--- config.mk ---
export PLATFORM = sky130hd
export DESIGN_NAME = ws2812_serializer
export DESIGN_NICKNAME = d
export VERILOG_FILES = /design/src/rtl/ws2812_pkg.sv /design/src/rtl/ws2812_bit_timer.sv /design/src/rtl/ws2812_serializer.sv
export SDC_FILE = /design/constraint.sdc
export NUM_CORES = 1
export LEC_CHECK = 0
export CORE_UTILIZATION = 58
export CTS_CLUSTER_DIAMETER = 120
export DETAILED_ROUTE_END_ITERATION = 8
export PLACE_DENSITY = 0.79
export REMOVE_ABC_BUFFERS = 1
export SLEW_MARGIN = 5
export SYNTH_ARGS = -nofsm -noshare
export SYNTH_HDL_FRONTEND = slang
export SYNTH_SLANG_ARGS = --single-unit
--- constraint.sdc ---
create_clock -name clk -period 2.9 [get_ports clk]
set_input_delay 0.29 -clock clk [delete_from_list [all_inputs] [get_ports clk]]
set_output_delay 0.29 -clock clk [all_outputs]
set_load 0.1 [all_outputs]
--- src/rtl/ws2812_pkg.sv ---
`default_nettype none
// ============================================================================
// Module      : ws2812_pkg
// Description : Shared types and constants for the WS2812 serial line driver.
//               Holds the FSM state encoding, default 12 MHz bit timing,
//               and a helper that sizes the phase counter.
// Revision    : 1.0 - initial release
// ============================================================================
package ws2812_pkg;

   // Line driver phases
   typedef enum logic [1:0] {
      IDLE  = 2'd0,
      HIGH  = 2'd1,
      LOW   = 2'd2,
      LATCH = 2'd3
   } state_t;

   // Default WS2812 timing at a 12 MHz system clock (in clk cycles)
   localparam int c_T0H_12MHZ          = 4;
   localparam int c_T0L_12MHZ          = 10;
   localparam int c_T1H_12MHZ          = 8;
   localparam int c_T1L_12MHZ          = 6;
   localparam int c_RESET_CYCLES_12MHZ = 600;

   // Each LED takes one byte per colour channel (G, R, B)
   localparam int c_BYTES_PER_LED = 3;

   // Width of a down-counter able to hold the longest phase length.
   function automatic int phase_width(input int t0h, input int t0l,
                                      input int t1h, input int t1l,
                                      input int reset_cycles);
      int m;
      m = t0h;
      if (t0l > m) m = t0l;
      if (t1h > m) m = t1h;
      if (t1l > m) m = t1l;
      if (reset_cycles > m) m = reset_cycles;
      return $clog2(m) + 1;
   endfunction

endpackage
`default_nettype wire

--- src/rtl/ws2812_bit_timer.sv ---
`default_nettype none
// ============================================================================
// Module      : ws2812_bit_timer
// Description : Loadable down-counter with a done flag. A phase of N cycles
//               is produced by loading N-1; done is high on the phase's last
//               cycle.
// Ports       : clk      - system clock
//               rst      - synchronous reset, active low
//               load     - load load_val into the counter this edge
//               load_val - phase length minus one
//               done     - counter has reached zero
// Revision    : 1.0 - initial release
// ============================================================================
module ws2812_bit_timer
   import ws2812_pkg::*;
#(
   parameter int WIDTH = 11
) (
   input  logic             clk,
   input  logic             rst,
   input  logic             load,
   input  logic [WIDTH-1:0] load_val,
   output logic             done
);

   logic [WIDTH-1:0] r_count;

   always_ff @(posedge clk) begin
      if (!rst) begin
         r_count <= '0;
      end else if (load) begin
         r_count <= load_val;
      end else if (r_count != '0) begin
         r_count <= r_count - WIDTH'(1);
      end
   end

   assign done = (r_count == '0);

endmodule
`default_nettype wire

--- src/rtl/ws2812_serializer.sv ---
`default_nettype none
// ============================================================================
// Module      : ws2812_serializer
// Description : WS2812 LED strip line driver. Pulls LEDS*3 bytes from an
//               upstream colour source via a trigger/data_request handshake,
//               sends each byte MSB first as high/low pulse pairs, then holds
//               the line low for the latch time.
// Ports       : clk          - system clock
//               rst          - synchronous reset, active low
//               trigger      - source has a frame ready (sampled in IDLE)
//               color_in     - current source byte, valid with data_request
//               data_request - one-cycle pulse, byte consumed this cycle
//               dout         - WS2812 data line
//               busy         - frame in progress (including latch time)
// Revision    : 1.0 - initial release
// ============================================================================
module ws2812_serializer
   import ws2812_pkg::*;
#(
   parameter int LEDS         = 128,
   parameter int T0H          = c_T0H_12MHZ,
   parameter int T0L          = c_T0L_12MHZ,
   parameter int T1H          = c_T1H_12MHZ,
   parameter int T1L          = c_T1L_12MHZ,
   parameter int RESET_CYCLES = c_RESET_CYCLES_12MHZ
) (
   input  logic       clk,
   input  logic       rst,
   input  logic       trigger,
   input  logic [7:0] color_in,
   output logic       data_request,
   output logic       dout,
   output logic       busy
);

   localparam int c_TW    = phase_width(T0H, T0L, T1H, T1L, RESET_CYCLES);
   localparam int c_BYTES = LEDS * c_BYTES_PER_LED;
   localparam int c_BW    = $clog2(c_BYTES);

   // Timer load values are phase length minus one
   localparam logic [c_TW-1:0] c_T0H_LD   = c_TW'(T0H - 1);
   localparam logic [c_TW-1:0] c_T0L_LD   = c_TW'(T0L - 1);
   localparam logic [c_TW-1:0] c_T1H_LD   = c_TW'(T1H - 1);
   localparam logic [c_TW-1:0] c_T1L_LD   = c_TW'(T1L - 1);
   localparam logic [c_TW-1:0] c_LATCH_LD = c_TW'(RESET_CYCLES - 1);
   localparam logic [c_BW-1:0] c_LAST_BYTE = c_BW'(c_BYTES - 1);

   state_t            r_state, w_next_state;
   logic [7:0]        r_sr, w_sr_next;
   logic [2:0]        r_bit_cnt, w_bit_cnt_next;
   logic [c_BW-1:0]   r_byte_cnt, w_byte_cnt_next;
   logic              r_dout;
   logic              w_req;
   logic              w_tmr_load;
   logic [c_TW-1:0]   w_tmr_val;
   logic              w_tmr_done;

   ws2812_bit_timer #(
      .WIDTH (c_TW)
   ) u_bit_timer (
      .clk      (clk),
      .rst      (rst),
      .load     (w_tmr_load),
      .load_val (w_tmr_val),
      .done     (w_tmr_done)
   );

   always_ff @(posedge clk) begin
      if (!rst) begin
         r_state    <= IDLE;
         r_sr       <= '0;
         r_bit_cnt  <= '0;
         r_byte_cnt <= '0;
         r_dout     <= 1'b0;
      end else begin
         r_state    <= w_next_state;
         r_sr       <= w_sr_next;
         r_bit_cnt  <= w_bit_cnt_next;
         r_byte_cnt <= w_byte_cnt_next;
         // Registered decode keeps the data pin glitch-free
         r_dout     <= (w_next_state == HIGH);
      end
   end

   always_comb begin
      w_next_state    = r_state;
      w_sr_next       = r_sr;
      w_bit_cnt_next  = r_bit_cnt;
      w_byte_cnt_next = r_byte_cnt;
      w_req           = 1'b0;
      w_tmr_load      = 1'b0;
      w_tmr_val       = '0;

      case (r_state)
         IDLE: begin
            if (trigger) begin
               w_req           = 1'b1;
               w_sr_next       = color_in;
               w_bit_cnt_next  = 3'd7;
               w_byte_cnt_next = '0;
               w_tmr_load      = 1'b1;
               w_tmr_val       = color_in[7] ? c_T1H_LD : c_T0H_LD;
               w_next_state    = HIGH;
            end
         end

         HIGH: begin
            if (w_tmr_done) begin
               w_tmr_load   = 1'b1;
               w_tmr_val    = r_sr[7] ? c_T1L_LD : c_T0L_LD;
               w_next_state = LOW;
            end
         end

         LOW: begin
            if (w_tmr_done) begin
               if (r_bit_cnt != 3'd0) begin
                  // Next bit of the same byte; its high time depends on sr[6]
                  w_sr_next      = {r_sr[6:0], 1'b0};
                  w_bit_cnt_next = r_bit_cnt - 3'd1;
                  w_tmr_load     = 1'b1;
                  w_tmr_val      = r_sr[6] ? c_T1H_LD : c_T0H_LD;
                  w_next_state   = HIGH;
               end else if (r_byte_cnt < c_LAST_BYTE) begin
                  // Byte fetch overlaps the final low cycle: no gap on the line
                  w_req           = 1'b1;
                  w_sr_next       = color_in;
                  w_bit_cnt_next  = 3'd7;
                  w_byte_cnt_next = r_byte_cnt + c_BW'(1);
                  w_tmr_load      = 1'b1;
                  w_tmr_val       = color_in[7] ? c_T1H_LD : c_T0H_LD;
                  w_next_state    = HIGH;
               end else begin
                  w_tmr_load   = 1'b1;
                  w_tmr_val    = c_LATCH_LD;
                  w_next_state = LATCH;
               end
            end
         end

         LATCH: begin
            if (w_tmr_done) begin
               w_next_state = IDLE;
            end
         end

         default: begin
            w_next_state = IDLE;
         end
      endcase
   end

   // The request is combinational from state; mask it while reset is held
   assign data_request = w_req & rst;
   assign dout         = r_dout;
   assign busy         = (r_state != IDLE);

endmodule
`default_nettype wire
* After elaboration in Yosys (flattened, before gate mapping)
Cells that the tools add are included.
** Word-level totals
- Bits of input ports :: 11
- Output and inout port bits :: 3
- Flip-flop bits (word level) :: 34
** Cells by class
- Bitwise logic cells :: 1
- $add $sub $neg :: 3
- Reduce and logical (&&, ||, !) cells :: 10
- Magnitude comparators :: 1
- Equal/unequal tests :: 9
- Muxes and demuxes :: 40
** Operators with widths (number)
- two-way mux 9 bit :: 4
- two-way mux 8 bit :: 4
- two-way mux 10 bit :: 3
- case mux 10 bit (3 select lines) :: 1
- two-way mux 11 bit :: 2
- two-way mux 3 bit :: 7
- case mux 9 bit (2 select lines) :: 1
- case mux 8 bit (2 select lines) :: 1
- two-way mux 2 bit :: 6
- logical NOT 11 bit :: 1
- nonzero test 11 bit :: 1
- subtractor 11 x 1 -> 11 bit (second input constant) :: 1
- adder 9 x 1 -> 9 bit (second input constant) :: 1
- < comparator 9 bit (second input constant) :: 1
- two-way mux 4 bit :: 2
- case mux 2 bit (4 select lines) :: 1
- inequality test 2 bit (second input constant) :: 3
- case mux 3 bit (2 select lines) :: 1
- nonzero test 2 bit :: 3
- two-way mux 1 bit :: 5
- AND reduction 5 bit :: 1
- equality test 2 x 1 -> 1 bit (second input constant) :: 2
- equality test 2 bit (second input constant) :: 2
- case mux 1 bit (2 select lines) :: 2
- 8 further kinds :: 8

* Longest topological paths before layout
- Depth in word-level cells :: 6
- Depth in mapped cells :: 10
- Gate-level depth less buffers :: 7

* Hierarchy
A second synthesis with hierarchy kept.
** Second synthesis, totals
- Cell total of the unflattened synthesis :: 250
- Area total of the unflattened synthesis :: 2084.5 um2
** By module, submodules not included
- ws2812_serializer :: area an instance 1451.4 um2, cells an instance 177, times used 1
- ws2812_bit_timer :: area an instance 633.1 um2, cells an instance 73, times used 1

* Worst setup path after synthesis
No wires, ideal clock.
- Path type :: reg2out
- Start point :: register r_state[0]
- End point :: output port data_request
- Arrival :: 2611 ps
- Slack :: -1 ps
- Buffers on the path :: 1
- Cell stages (with the launch flop) :: 8
- Path through :: dfxtp_1 > inv_1 > ha_1 > clkbuf_1 > and3b_1 > nand4_4 > o21a_1 > nor2_1
** Between the ends
- Word-level cells in the longest chain between the ends :: 3
- Elaborated cells on any way between the ends :: 4
** RTL lines
- from (decl) :: RTL line ws2812_serializer.sv:48 : state_t r_state, w_next_state;
- from (signal assigned) :: RTL line ws2812_serializer.sv:76 : r_state <= w_next_state;
- equality test 2 bit or logical NOT 2 bit (tied branches) :: RTL line ws2812_serializer.sv:94 : case (r_state)
- case mux 1 bit (2 select lines) * :: RTL line ws2812_serializer.sv:94
- bitwise AND 1 bit * :: RTL line ws2812_serializer.sv:154 : assign data_request = w_req & rst;
- to (decl) :: RTL line ws2812_serializer.sv:31 : output logic data_request,
Every way passes the cells marked *; elsewhere a longest branch is shown, timed or not.

* Worst setup path in the final report
- Start point :: register u_bit_timer.r_count[0]
- End point :: output port data_request
** Between the ends
- Word-level cells in the longest chain between the ends :: 4
** RTL lines
- from (decl) :: RTL line ws2812_bit_timer.sv:26 : logic [WIDTH-1:0] r_count;
- from (signal assigned) :: RTL line ws2812_bit_timer.sv:32 : r_count <= load_val;
- from (signal assigned) :: RTL line ws2812_bit_timer.sv:34 : r_count <= r_count - WIDTH'(1);
- logical NOT 11 bit :: RTL line ws2812_bit_timer.sv:38 : assign done = (r_count == '0);
- two-way mux 1 bit :: RTL line ws2812_serializer.sv:116 : if (w_tmr_done) begin
- case mux 1 bit (2 select lines) :: RTL line ws2812_serializer.sv:94
- bitwise AND 1 bit :: RTL line ws2812_serializer.sv:154
No other way between the ends.

==> impl_metrics.prom <==
# TYPE chip_impl_metric gauge
chip_impl_metric{name="p_leak",unit="nW"} 0.782
chip_impl_metric{name="number_of_global_route_vias_before_repair",unit=""} 1587
chip_impl_metric{name="tightest_slew",unit="ns"} 0.697
chip_impl_metric{name="drtAntennaViolNets",unit=""} 0
chip_impl_metric{name="cts_post_setup_buffers_inserted",unit=""} 0
chip_impl_metric{name="globalplace.congestion",unit=""} 0.902
chip_impl_metric{name="number_of_hold_slack_violations_in_the_final_timing_report",unit=""} 0
chip_impl_metric{name="route.vias.total",unit=""} 1733
chip_impl_metric{name="worst_setup_hold_path_clk_slew",unit="ns"} 0.11
chip_impl_metric{name="grt_start_max_net_pins",unit=""} 19
chip_impl_metric{name="ys_ff_latch",unit=""} 34
chip_impl_metric{name="detail_route.drc_violations",unit=""} 0
chip_impl_info{name="synth-main-ff-cell",value="sky130_fd_sc_hd__dfxtp_1"} 1
chip_impl_info{name="hp-class",value="reg -> reg"} 1
chip_impl_metric{name="cts_resized",unit=""} 0
chip_impl_metric{name="post_dp_cell_area",unit="µm²"} 2090
chip_impl_metric{name="ir_worst_vdd",unit="mV"} 0.715
chip_impl_metric{name="start_util",unit="%"} 62.5
chip_impl_metric{name="grt.overflow.total",unit=""} 0
chip_impl_metric{name="die_width",unit="µm"} 59.8
chip_impl_metric{name="rows",unit=""} 20
chip_impl_metric{name="timing.final.setup_violations",unit=""} 0
chip_impl_metric{name="port_buffers",unit=""} 13
chip_impl_metric{name="track_usage",unit="%"} 26.0
chip_impl_info{name="cts_tree",value="built"} 1
chip_impl_metric{name="setup_tns",unit="ns"} 0
chip_impl_metric{name="design.die.area",unit="µm²"} 3580
chip_impl_metric{name="synth_top_area_share",unit="%"} 35.1
chip_impl_metric{name="count_of_hold_fix_buffers_inserted_at_cts",unit=""} 0
chip_impl_info{name="yosysTopAreaCell",value="sky130_fd_sc_hd__dfxtp_1"} 1
chip_impl_metric{name="maxCapViolCount",unit=""} 0
chip_impl_metric{name="dpl.cell_count",unit=""} 269
chip_impl_metric{name="routedWlPerCell",unit="µm"} 15.1
chip_impl_metric{name="flow.area_growth_from_synthesis",unit="%"} 11.2
chip_impl_metric{name="synth-async-reset-ratio",unit="%"} 0
chip_impl_metric{name="synth_area",unit="µm²"} 1940
chip_impl_metric{name="worstPathRequired",unit="ns"} 2.61
chip_impl_metric{name="relSlewSlack",unit="%"} 53.3
chip_impl_metric{name="dieHeight",unit="µm"} 59.8
chip_impl_metric{name="ctsLongestPathBuffers",unit=""} 2
chip_impl_metric{name="grt_first_pass_wirelength",unit="µm"} 7020
chip_impl_metric{name="post_synth_num_cell_types",unit=""} 58
chip_impl_info{name="rsz0062_at_grt",value="no"} 1
chip_impl_metric{name="core",unit="µm²"} 3100
chip_impl_metric{name="synth_edf_count",unit=""} 0
chip_impl_metric{name="synthesis.yosys.warnings",unit=""} 0
chip_impl_info{name="outcome",value="finished clean"} 1
chip_impl_metric{name="postSynthCellCount",unit=""} 220
chip_impl_info{name="synthTopCellsByArea",value="sky130_fd_sc_hd__dfxtp_1, sky130_fd_sc_hd__ha_1, sky130_fd_sc_hd__a21oi_1"} 1
chip_impl_metric{name="post_route_cells_drive_above_1_share",unit="%"} 11.6
chip_impl_metric{name="clkSinkCount",unit=""} 34
chip_impl_metric{name="reg2reg_depth",unit=""} 7
chip_impl_metric{name="stdcell_area",unit="µm²"} 2150
chip_impl_metric{name="synthesis.area_per_instance",unit="µm²"} 8.81
chip_impl_metric{name="routed_via_density",unit=""} 6.26
chip_impl_metric{name="layout_min_cycle_time",unit="ns"} 2.58
chip_impl_metric{name="power.total",unit="mW"} 2.39
chip_impl_metric{name="drtIter0Drc",unit=""} 107
chip_impl_info{name="cp-start-kind",value="register"} 1
chip_impl_info{name="critPathCaptureType",value="output pin"} 1
chip_impl_metric{name="insertedDiodeCount",unit=""} 0
chip_impl_metric{name="final_net_count",unit=""} 252
chip_impl_metric{name="slew_viol_final",unit=""} 0
chip_impl_info{name="cts_root_buffer",value="sky130_fd_sc_hd__clkbuf_4"} 1
chip_impl_metric{name="final_cycle_share",unit="%"} 89.0
chip_impl_metric{name="cts_htree_levels",unit=""} 2
chip_impl_metric{name="skew",unit="ns"} 0.0138
chip_impl_metric{name="maximum_clock_frequency",unit="MHz"} 387
chip_impl_metric{name="pin_count",unit=""} 14
chip_impl_metric{name="number_of_antenna_violations_at_the_first_check_in_global_routing",unit=""} 0
chip_impl_metric{name="crit_fanout",unit=""} 7
chip_impl_metric{name="final_cell_count_no_fill",unit=""} 277
chip_impl_metric{name="utilization",unit="%"} 69.4
chip_impl_metric{name="post-place-ws",unit="ns"} 0.470
chip_impl_metric{name="fin_hold_ws",unit="ns"} 0.481
chip_impl_metric{name="number_of_iterations_in_the_first_detailed_routing_pass",unit=""} 4
chip_impl_metric{name="totalWireLength",unit="µm"} 4190
chip_impl_metric{name="post-route-worst-setup-slack",unit="ns"} 0.318
chip_impl_metric{name="hold_path_depth",unit=""} 2
chip_impl_metric{name="power-per-cell-area",unit="nW/µm²"} 1110
chip_impl_metric{name="cp_arrival",unit="ns"} 2.29
chip_impl_metric{name="dpl.hpwl",unit="µm"} 3060
chip_impl_metric{name="numCtsBuffers",unit=""} 5
chip_impl_metric{name="seq_area_frac_synth",unit="%"} 35.1
chip_impl_metric{name="clock_latency",unit="ns"} 0.34
chip_impl_info{name="crit_type",value="reg -> out"} 1
[area by class of cell]
class	count	area, µm²
Clock buffer	6	51.3
Sequential cell	34	681
Multi-Input combinational cell	166	1170
Clock inverter	2	12.5
Fill cell	260	948
Tap cell	44	55.1
Inverter	11	41.3
Timing Repair Buffer	14	143
[logic make-up (layout without fill, tap and decap cells)]
kind of cell | count (synthesis) | count (layout) | share of synthesized area (%)
flip-flops | 34 | 34 | 35.1
AND/OR/NAND/NOR | 77 | 77 | 25.4
AO/OA/AOI/OAI | 75 | 75 | 26.9
adder cells (fa/ha/maj) | 9 | 9 | 5.81
multiplexers | 1 | 1 | 0.581
buffers and inverters | 20 | 33 | 4.45
XOR/XNOR | 4 | 4 | 1.81
[synth_stat cells (all sizes together), types with 2 or more instances]
| master | instances |
|---|---|
| buf | 4 |
| nand4 | 3 |
| nand3 | 7 |
| a21o | 2 |
| a22oi | 8 |
| o31ai | 5 |
| xnor2 | 3 |
| nor3 | 11 |
| or3 | 6 |
| nor4 | 2 |
| nand2 | 8 |
| nand2b | 2 |
| a211oi | 2 |
| dfxtp | 34 |
| nor2 | 16 |
| inv | 10 |
| o21a | 5 |
| o2bb2ai | 7 |
| and4 | 2 |
| o21ai | 12 |
| ha | 9 |
| and3 | 3 |
| a31oi | 7 |
| or4 | 5 |
| clkbuf | 5 |
| nor2b | 3 |
| nor3b | 2 |
| o22a | 2 |
| a21oi | 16 |
[cell usage in the layout (no fill, tap or decap), drive strengths merged, types with 2 or more instances in the layout]
master         instances
a211oi                 2
a21o                   2
a21oi                 16
a22oi                  8
a31oi                  7
and3                   3
and4                   2
buf                    4
clkbuf                 6
clkdlybuf4s50         10
clkinv                 2
dfxtp                 34
ha                     9
inv                   10
nand2                  8
nand2b                 2
nand3                  7
nand4                  3
nor2                  16
nor2b                  3
nor3                  11
nor3b                  2
nor4                   2
o21a                   5
o21ai                 12
o22a                   2
o2bb2ai                7
o31ai                  5
or3                    6
or4                    5
xnor2                  3
[worst max-delay path, stage by stage, from the launching register on]
cell and delay [ns]:
sky130_fd_sc_hd__dfxtp_1 0.35, sky130_fd_sc_hd__inv_1 0.09, sky130_fd_sc_hd__ha_1 0.20, sky130_fd_sc_hd__nor3b_2 0.48, sky130_fd_sc_hd__nand4_4 0.21, sky130_fd_sc_hd__o21a_1 0.23, sky130_fd_sc_hd__nor2_1 0.18, sky130_fd_sc_hd__buf_12 0.21
[state kept, by name, indices dropped and copies added (netlist names)]
name and cells:
r_byte_cnt 9, r_state 2, r_bit_cnt 3, dout 1, r_sr 8, u_bit_timer.r_count 11
[layer usage]
layer	part of all wire, %	track usage [%]	vias up
li1	-	-	860
met5	0	0	-
met3	6.5	6.49	6
met4	1.0	7.64	0
met2	46	40.6	54
met1	46	35.2	813
[final timing paths]
kind	from	end	slack, ns
worst min register to register	u_bit_timer.r_count[10]	u_bit_timer.r_count[10]	0.48
worst max-delay path	u_bit_timer.r_count[0]	data_request	0.32
worst max register to register	u_bit_timer.r_count[0]	r_bit_cnt[2]	0.44
worst min-delay path	u_bit_timer.r_count[10]	u_bit_timer.r_count[10]	0.48
[power breakdown]
group,switching (mW),total (mW),internal (mW)
Combinational,0.875,1.39,0.515
Sequential,0.124,0.725,0.601
Clock,0.163,0.280,0.116
Total,1.16,2.39,1.23
(Power assumes the default switching activity.)
